File: src/rtl/core_pkg.sv
// Shared types and opcode constants for the 9-bit-instruction core control path.
package core_pkg;

  // Opcode field IrOut[7:4] values that steer the sequencer
  localparam logic [3:0] OP_LOAD  = 4'h0;
  localparam logic [3:0] OP_STORE = 4'h3;
  localparam logic [3:0] OP_ADDC  = 4'h7;
  localparam logic [3:0] OP_SUBC  = 4'h9;
  localparam logic [3:0] OP_BEQ   = 4'hA;
  localparam logic [3:0] OP_BTR   = 4'hB;
  localparam logic [3:0] OP_HALT  = 4'hF;

  typedef enum logic [2:0] {
    ST_IDLE, ST_FETCH, ST_DECODE, ST_EXEC, ST_MEM, ST_WB, ST_HALTED
  } state_e;

  typedef enum logic [2:0] {
    CLS_ALU, CLS_BRANCH, CLS_LOAD, CLS_STORE, CLS_HALT
  } instr_class_e;

endpackage

File: src/rtl/multicycle_sequencer_if.sv
// Sequencer <-> ROM/datapath/data-memory signal bundle.
interface multicycle_sequencer_if #(parameter int CNT_W = 16);
  logic             Start;
  logic [8:0]       InstrIn;
  logic             ZeroFlag;
  logic             CondFlag;
  logic             MemAck;
  logic [8:0]       IrOut;
  logic [3:0]       AluOp;
  logic             AluCarryEn;
  logic             RegWrEn;
  logic             MemRdReq;
  logic             MemWrReq;
  logic             PcInc;
  logic             PcBranch;
  logic             Busy;
  logic             Done;
  logic             TimeoutErr;
  logic [CNT_W-1:0] InstrCount;

  // sequencer side
  modport master (
    input  Start, InstrIn, ZeroFlag, CondFlag, MemAck,
    output IrOut, AluOp, AluCarryEn, RegWrEn, MemRdReq, MemWrReq,
           PcInc, PcBranch, Busy, Done, TimeoutErr, InstrCount
  );

  // datapath / environment side
  modport slave (
    output Start, InstrIn, ZeroFlag, CondFlag, MemAck,
    input  IrOut, AluOp, AluCarryEn, RegWrEn, MemRdReq, MemWrReq,
           PcInc, PcBranch, Busy, Done, TimeoutErr, InstrCount
  );
endinterface

File: src/rtl/instr_classify.sv
// Combinational decode of the latched instruction into its sequencing class.
module instr_classify
  import core_pkg::*;
(
  input  logic [8:0]   ir,
  output instr_class_e cls,
  output logic         carry_op,
  output logic         br_sel
);
  logic [3:0] op;
  logic       unused_lo;

  assign op        = ir[7:4];
  assign unused_lo = ^ir[3:0];

  // Immediate-class words (ir[8]=1) always run the ALU path, even with opcode 1111
  always_comb begin
    cls      = CLS_ALU;
    carry_op = (op == OP_ADDC) || (op == OP_SUBC);
    br_sel   = op[0];  // beq (1010) tests ZeroFlag, btr (1011) tests CondFlag
    if (!ir[8]) begin
      case (op)
        OP_LOAD:        cls = CLS_LOAD;
        OP_STORE:       cls = CLS_STORE;
        OP_BEQ, OP_BTR: cls = CLS_BRANCH;
        OP_HALT:        cls = CLS_HALT;
        default:        cls = CLS_ALU;
      endcase
    end
  end
endmodule

File: src/rtl/multicycle_sequencer.sv
// FETCH/DECODE/EXEC/MEM/WB control sequencer with memory timeout and retire count.
module multicycle_sequencer
  import core_pkg::*;
#(
  parameter int MEM_TIMEOUT = 8,
  parameter int CNT_W       = 16
) (
  input  logic                   Clk,
  input  logic                   Reset,
  multicycle_sequencer_if.master bus
);
  localparam int TW = $clog2(MEM_TIMEOUT + 1);

  state_e       state;
  instr_class_e cls;
  logic [8:0]   ir;
  logic [TW-1:0] tcnt;
  logic         terr;
  logic [CNT_W-1:0] cnt;
  logic         carry_op, br_sel, taken;

  function automatic logic [CNT_W-1:0] sat_inc(input logic [CNT_W-1:0] v);
    return (v == '1) ? v : v + 1'b1;
  endfunction

  instr_classify u_cls (
    .ir       (ir),
    .cls      (cls),
    .carry_op (carry_op),
    .br_sel   (br_sel)
  );

  assign taken = br_sel ? bus.CondFlag : bus.ZeroFlag;

  // Control FSM: state, instruction register, memory timeout, error and retire count
  always_ff @(posedge Clk or negedge Reset) begin
    if (!Reset) begin
      state <= ST_IDLE;
      ir    <= '0;
      tcnt  <= '0;
      terr  <= 1'b0;
      cnt   <= '0;
    end else begin
      case (state)
        ST_IDLE, ST_HALTED: begin
          if (bus.Start) begin
            state <= ST_FETCH;
            terr  <= 1'b0;
            cnt   <= '0;
          end
        end
        ST_FETCH: begin
          ir    <= bus.InstrIn;
          state <= ST_DECODE;
        end
        ST_DECODE: begin
          tcnt <= '0;
          case (cls)
            CLS_HALT:             state <= ST_HALTED;
            CLS_LOAD, CLS_STORE:  state <= ST_MEM;
            default:              state <= ST_EXEC;
          endcase
        end
        ST_EXEC: begin
          if (cls == CLS_BRANCH) begin
            state <= ST_FETCH;
            cnt   <= sat_inc(cnt);
          end else begin
            state <= ST_WB;
          end
        end
        ST_MEM: begin
          // an ack arriving in the expiry cycle still completes the access
          if (bus.MemAck) begin
            if (cls == CLS_STORE) begin
              state <= ST_FETCH;
              cnt   <= sat_inc(cnt);
            end else begin
              state <= ST_WB;
            end
          end else if (tcnt == TW'(MEM_TIMEOUT - 1)) begin
            terr  <= 1'b1;
            state <= ST_HALTED;
          end else begin
            tcnt <= tcnt + 1'b1;
          end
        end
        ST_WB: begin
          state <= ST_FETCH;
          cnt   <= sat_inc(cnt);
        end
        default: state <= ST_IDLE;
      endcase
    end
  end

  // Enables decode from registered state/IR plus EXEC flags and MemAck; InstrIn never reaches them
  assign bus.IrOut      = ir;
  assign bus.AluOp      = (state == ST_EXEC) ? ir[7:4] : 4'h0;
  assign bus.AluCarryEn = (state == ST_EXEC) && (cls == CLS_ALU) && carry_op;
  assign bus.RegWrEn    = (state == ST_WB);
  assign bus.MemRdReq   = (state == ST_MEM) && (cls == CLS_LOAD);
  assign bus.MemWrReq   = (state == ST_MEM) && (cls == CLS_STORE);
  assign bus.PcBranch   = (state == ST_EXEC) && (cls == CLS_BRANCH) && taken;
  assign bus.PcInc      = (state == ST_WB)
                       || ((state == ST_EXEC) && (cls == CLS_BRANCH) && !taken)
                       || ((state == ST_MEM) && (cls == CLS_STORE) && bus.MemAck);
  assign bus.Busy       = !((state == ST_IDLE) || (state == ST_HALTED));
  assign bus.Done       = (state == ST_HALTED);
  assign bus.TimeoutErr = terr;
  assign bus.InstrCount = cnt;
endmodule

File: src/flat_wrapper.sv
// flat-port wrapper written by rule: the top's interface ports become plain ports
module multicycle_sequencer_flat import core_pkg::*;
#(
  parameter int MEM_TIMEOUT = 8,
  parameter int CNT_W       = 16
)
  (Clk, Reset, bus_Start, bus_InstrIn, bus_ZeroFlag, bus_CondFlag, bus_MemAck, bus_IrOut, bus_AluOp, bus_AluCarryEn, bus_RegWrEn, bus_MemRdReq, bus_MemWrReq, bus_PcInc, bus_PcBranch, bus_Busy, bus_Done, bus_TimeoutErr, bus_InstrCount);
  multicycle_sequencer_if #(.CNT_W(CNT_W)) bus_i ();
  input  logic Clk;
  input  logic Reset;
  input wire logic [$bits(bus_i.Start)-1:0] bus_Start;
  input wire logic [$bits(bus_i.InstrIn)-1:0] bus_InstrIn;
  input wire logic [$bits(bus_i.ZeroFlag)-1:0] bus_ZeroFlag;
  input wire logic [$bits(bus_i.CondFlag)-1:0] bus_CondFlag;
  input wire logic [$bits(bus_i.MemAck)-1:0] bus_MemAck;
  output wire logic [$bits(bus_i.IrOut)-1:0] bus_IrOut;
  output wire logic [$bits(bus_i.AluOp)-1:0] bus_AluOp;
  output wire logic [$bits(bus_i.AluCarryEn)-1:0] bus_AluCarryEn;
  output wire logic [$bits(bus_i.RegWrEn)-1:0] bus_RegWrEn;
  output wire logic [$bits(bus_i.MemRdReq)-1:0] bus_MemRdReq;
  output wire logic [$bits(bus_i.MemWrReq)-1:0] bus_MemWrReq;
  output wire logic [$bits(bus_i.PcInc)-1:0] bus_PcInc;
  output wire logic [$bits(bus_i.PcBranch)-1:0] bus_PcBranch;
  output wire logic [$bits(bus_i.Busy)-1:0] bus_Busy;
  output wire logic [$bits(bus_i.Done)-1:0] bus_Done;
  output wire logic [$bits(bus_i.TimeoutErr)-1:0] bus_TimeoutErr;
  output wire logic [$bits(bus_i.InstrCount)-1:0] bus_InstrCount;
  assign bus_i.Start = bus_Start;
  assign bus_i.InstrIn = bus_InstrIn;
  assign bus_i.ZeroFlag = bus_ZeroFlag;
  assign bus_i.CondFlag = bus_CondFlag;
  assign bus_i.MemAck = bus_MemAck;
  assign bus_IrOut = bus_i.IrOut;
  assign bus_AluOp = bus_i.AluOp;
  assign bus_AluCarryEn = bus_i.AluCarryEn;
  assign bus_RegWrEn = bus_i.RegWrEn;
  assign bus_MemRdReq = bus_i.MemRdReq;
  assign bus_MemWrReq = bus_i.MemWrReq;
  assign bus_PcInc = bus_i.PcInc;
  assign bus_PcBranch = bus_i.PcBranch;
  assign bus_Busy = bus_i.Busy;
  assign bus_Done = bus_i.Done;
  assign bus_TimeoutErr = bus_i.TimeoutErr;
  assign bus_InstrCount = bus_i.InstrCount;
  multicycle_sequencer #(.MEM_TIMEOUT(MEM_TIMEOUT), .CNT_W(CNT_W)) u_core (.Clk(Clk), .Reset(Reset), .bus(bus_i));
endmodule
File: config.mk
export PLATFORM = sky130hd
export DESIGN_NAME = multicycle_sequencer_flat
export DESIGN_NICKNAME = d
export VERILOG_FILES = /design/src/rtl/core_pkg.sv /design/src/rtl/multicycle_sequencer_if.sv /design/src/rtl/instr_classify.sv /design/src/rtl/multicycle_sequencer.sv /design/src/flat_wrapper.sv
export SDC_FILE = /design/constraint.sdc
export NUM_CORES = 1
export LEC_CHECK = 0
export ABC_AREA = 1
export CORE_MARGIN = 5
export CORE_UTILIZATION = 49
export DETAILED_ROUTE_END_ITERATION = 12
export PLACE_DENSITY = 0.84
export SYNTH_ARGS = -nofsm -noshare
export SYNTH_HDL_FRONTEND = slang
export SYNTH_HIERARCHICAL = 1
export SYNTH_SLANG_ARGS = --single-unit
File: constraint.sdc
create_clock -name Clk -period 2.02 [get_ports Clk]
set_input_delay 0.505 -clock Clk [delete_from_list [all_inputs] [get_ports Clk]]
set_output_delay 0.505 -clock Clk [all_outputs]
set_load 0.05 [all_outputs]
After elaboration in Yosys (flattened, before gate mapping):

Cells that the tools add are included.

* add/sub/neg operators: 2
* equality and inequality tests: 26
* muxes and demuxes: 24
* reductions and logical operators: 27

Operator list (count)
* $mux W16: 5
* $pmux W16 S4: 1
* $mux W3: 6
* $pmux W3 S6: 1
* $add A16 B1 Y16 const B: 1
* $eq A16 B16 Y1 const B: 1
* $eq A4 B4 Y1 const B: 4
* $eq A3 B2 Y1 const B: 4
* $eq A3 B3 Y1 const B: 4
* $mux W4: 3
* $pmux W3 S4: 1
* $ne A2 B2 Y1 const B: 5
* $eq A4 B3 Y1 const B: 2
* $logic_and A1 B1 Y1: 8
* $pmux W4 S2: 1
* $eq A3 B1 Y1 const B: 2
* $logic_not A3 Y1: 2
* $pmux W3 S2: 1
* $reduce_or A2 Y1: 3
* $reduce_and A5 Y1: 1
* $add A4 B1 Y4 const B: 1
* $eq A4 B2 Y1 const B: 1
* $logic_not A4 Y1: 1
* $logic_or A1 B1 Y1: 4
* 10 further kinds: 16

* flip-flop bits (word level): 33
* input port bits: 15
* output and inout port bits: 38

Logic depth before layout (Yosys ltp):

* word-level depth: 9
* mapped depth: 14
* mapped depth without buffers: 13

By module:

Netlist, hierarchy kept.

Modules (own cells, without submodules)
* multicycle_sequencer: times used 1, cells an instance 271, area an instance 1989.4 sq um, seq. area each 825.8 sq um
* instr_classify: times used 1, cells an instance 19, area an instance 92.6 sq um, seq. area each 0.0 sq um

Worst setup path before layout:

No wires, ideal clock.

* path type: register -> output
* from: reg u_core.ir[5], in the netlist u_core/bus.IrOut[5]
* to: out bus_PcInc
* arrival time: 2927 ps
* path slack: -1412 ps
* stages on the path, launching flop included: 9
* path buffers: 0
* cells stage by stage: dfrtp_1 -> inv_1 -> nand2_1 -> nand2_1 -> nor3_2 -> nand2_1 -> nor3_1 -> nand2_1 -> nand3_1

RTL lines
* start, declared: RTL line multicycle_sequencer.sv:16 `logic [8:0] ir;`
* start signal, assigned: RTL line multicycle_sequencer.sv:53 `ir <= bus.InstrIn;`
* $eq A4 B4 Y1: RTL line instr_classify.sv:22 `case (op)`
* $reduce_or A2 Y1: RTL line instr_classify.sv:22
* $pmux W3 S4 (*): RTL line instr_classify.sv:22
* $mux W3 (*): RTL line instr_classify.sv:21 `if (!ir[8]) begin`
* named net u_core.cls[1]: RTL line multicycle_sequencer.sv:15 `instr_class_e cls;`
* $eq A3 B2 Y1 (*)
* $logic_and A1 B1 Y1 (*)
* named net bus_MemWrReq: RTL line flat_wrapper.sv:21 `output wire logic [$bits(bus_i.MemWrReq)-1:0] bus_MemWrReq;`
* $logic_and A1 B1 Y1 (*): RTL line multicycle_sequencer.sv:107 `|| ((state == ST_MEM) && (cls == CLS_STORE) && bus.MemAck);`
* $logic_or A1 B1 Y1 (*): RTL line multicycle_sequencer.sv:107
* end, declared: RTL line flat_wrapper.sv:22 `output wire logic [$bits(bus_i.PcInc)-1:0] bus_PcInc;`

Mark *: on every way through the listed nets, which the timed path passes. The rest lies on a longest branch.

Final worst setup path:

* from: reg u_core.ir[7], in the netlist u_core/bus.IrOut[7]
* to: out bus_PcInc

* cells in the longest elaborated chain, start to end: 9

RTL lines
* $eq A4 B4 Y1: RTL line instr_classify.sv:22
* $reduce_or A2 Y1: RTL line instr_classify.sv:22
* $pmux W3 S4 (*): RTL line instr_classify.sv:22
* $mux W3 (*): RTL line instr_classify.sv:21
* named net u_core.cls[0]: RTL line multicycle_sequencer.sv:15
* $eq A3 B1 Y1: RTL line multicycle_sequencer.sv:106 `|| ((state == ST_EXEC) && (cls == CLS_BRANCH) && !taken)`
* $logic_and A1 B1 Y1 (2 in a row): RTL line multicycle_sequencer.sv:106
* $logic_or A1 B1 Y1: RTL line multicycle_sequencer.sv:106
* $logic_or A1 B1 Y1 (*): RTL line multicycle_sequencer.sv:107

Marked as above.

==> results.md <==
- Top cells by area, synth: dfrtp_1, nand2_1, nor2_1
- Status: finished with violations
- Largest net degree at the start of global routing: 34
- Port Buf Inserts: 52
- Dominant synthesized flop cell: dfrtp_1
- IO Pins: 53
- Reg2Reg Setup Slack: -0.04 ns
- F_max: 432 MHz
- DRT Pass-1 Iters: 6
- DR WL/cell: 15.2 um
- CTS Buf Count: 5
- Clock slew at reported path FFs: 0.07 ns
- Initial core utilization: 51.3%
- Hold EP: u_core/bus.TimeoutErr
- Core ar.: 0.00406 mm2
- Detailed Route WL: 6.30 mm
- Critical path startpoint: u_core/bus.IrOut[7]
- Pwr Density: 1480 mW/mm2
- Final nets: 381
- Fill cells: 268
- Number of synthesized flops with an enable pin: 0
- Die H: 75.2 um
- Reg2reg start: u_core/bus.IrOut[7]
- Worst r2r path cells: 14
- Clk root buf: clkbuf_8
- CP arrival: 1.81 ns
- CTS Buffer Depth: 2
- Yosys cell types: 30
- # diodes: 0
- Total GRT Usage: 22.4%
- Row count: 23
- Remaining DRCs: 0
- Setup violators final: 22
- Worst slew pin tran: 0.564 ns
- H-tree lvl count: 2
- Share of cells above drive strength 1: 31.5%
- Final std cells w/o fill: 415
- Maximum vdd ir drop: 1.09 mV
- Max-cap violations: 0
- Final hold violations: 0
- Slew Viols, Final: 0
- Rel. slew slack: 62.3%
- Commonest cells post-synth: nand2_1, nor2_1, dfrtp_1
- Fin crit share: 114%
- HP Class: reg -> reg
- Detailed Route Iter0 Violations: 289
- Yosys top cell area share: 39.7%
- Crit end category: output port
- Sequential share of the synthesized area: 39.7%
- Vias: 2291
- Critical Path Source Type: flop
- Post-Synthesis Cells: 290
- Placer Congestion: 0.840
- Fin Setup TNS: -1.71 ns
- Die area: 0.00565 mm2
- WS Path Type: reg -> out
- Synth area leader: dfrtp_1
- Clock Latency Late Sink: 0.30 ns
- Total power: 4640 uW
- Vias in the first global route: 2083
- Mapped cell area: 0.00208 mm2
- Critical Path RT: 1.51 ns
- Worst slack, placed: -0.0170 ns
- Placed cells: 393
- Post-route ant nets: 0
- Clock Sink Count: 33
- Global-route wire length before repair: 9.64 mm
- Vias/cell: 5.52
- Worst-path fanout max: 4
- Failing checks: negative setup slack
- Register bit total from synthesis: 33
- Synth-to-Final Area Change: 50.4%
- Grt total ovfl: 0
- R2R Path End: u_core/bus.InstrCount[7]
- RSZ-0062 raised after global routing: true
- Hpwl dp: 3.96 mm
- Initial antenna violation count: 0
- Die X: 75.2 um
- Final worst slack: -0.293 ns
- Async SR Flop Fraction: 100%
- Final min period: 2.31 ns
- Hold Path Stages: 2
- Synth warn: 6
- Post-Syn Area per Cell: 7.18 um2
- CTS tree: done
- Min-delay src: u_core/bus.TimeoutErr
- Skew final: 0.0129 ns
- Core Util, Final: 77.2%
- Post-synth net total: 307
- P_leak: 0.00145 uW
- Most common cell in the netlist: nand2_1
layout make-up:
type / count / area [um2] / area share, %
Clock buffer: 7 / 86.3 / 2.76
Clock inverter: 1 / 30.0 / 0.959
Inverter: 33 / 126 / 4.04
Multi-Input combinational cell: 217 / 1190 / 37.9
Sequential cell: 33 / 832 / 26.6
Tap cell: 50 / 62.6 / 2.00
Timing Repair Buffer: 74 / 808 / 25.8
power breakdown:
| part | switching (uW) | internal [uW] |
|---|---|---|
| clock network | 251 | 402 |
| registers | 197 | 840 |
| logic | 1790 | 1170 |
| total | 2240 | 2410 |
cells by family after synthesis:
| group | share of synthesized area, % |
|---|---|
| mux | 3.18 |
| compound gates | 9.80 |
| xor+xnor | 2.10 |
| fa+ha+maj | 1.20 |
| simple gates | 35.1 |
| buf+inv | 8.95 |
| flops | 39.7 |
metal layers:
| layer | vias up | track usage, % | share of wire, % |
|---|---|---|---|
| met2 | 128 | 37.2 | 49 |
| met3 | 16 | 4.94 | 8.3 |
| met1 | 1065 | 28.6 | 40 |
| li1 | 1082 | - | - |
| met5 | - | 0 | 0 |
| met4 | 0 | 8.74 | 2.4 |
worst max-delay path by stage:
stage / slack, ns / end / depth (start not counted)
CTS: -0.24 / bus_PcInc / 8
finish: -0.29 / bus_PcInc / 9
global placement: 0.04 / bus_PcBranch / 5
floorplan: -0.38 / bus_PcInc / 8
detailed placement: -0.02 / bus_PcInc / 9
global route: -0.41 / bus_PcInc / 8
registers in the layout (all words and copies together) (netlist names):
register               count
u_core/bus.IrOut           9
u_core/tcnt                4
u_core/bus.InstrCount     16
u_core/state               3
u_core/bus.TimeoutErr      1
worst max-delay path, stage by stage (launching register included):
cell	delay, ns
dfrtp_2	0.44
nor2_4	0.13
buf_4	0.12
nand2_2	0.05
a21oi_4	0.17
inv_2	0.08
nor3_4	0.22
nand2_2	0.09
nand3_4	0.07
buf_12	0.14
per-stage QoR:
step / instance area [um2] / hold WS [ns]
5_1_grt: 3130 / 0.538
3_3_place_gp: 2790 / 0.475
4_1_cts: 3020 / 0.497
3_5_place_dp: 2790 / 0.481
2_1_floorplan: 2140 / 0.209
6_report: 3130 / 0.496
repair_timing:
action                                  4_1_cts  5_1_grt
buffers inserted                              8        3
gates resized for setup                      14        9
hold buffers                                  0        0
pin swaps                                     4        6
endpoints found under the setup margin        9       25
cloned                                        0        3
placed cells by master (no fill, tap or decap), types with 3 or more instances in the layout:
| cell type | n |
|---|---|
| inv_1 | 24 |
| xnor2_1 | 3 |
| nand3_2 | 5 |
| nand2_2 | 7 |
| clkdlybuf4s50_1 | 16 |
| o21ai_0 | 10 |
| mux2_2 | 5 |
| inv_2 | 8 |
| buf_6 | 4 |
| dfrtp_2 | 5 |
| clkbuf_8 | 6 |
| o21bai_1 | 3 |
| nor3_4 | 4 |
| nand2_1 | 76 |
| nand4_1 | 6 |
| nand3_1 | 19 |
| nor2_1 | 33 |
| o21ai_1 | 12 |
| a21oi_1 | 10 |
| buf_12 | 13 |
| buf_4 | 39 |
| dfrtp_1 | 28 |
| nor2_2 | 6 |
(Power assumes the default switching activity.)
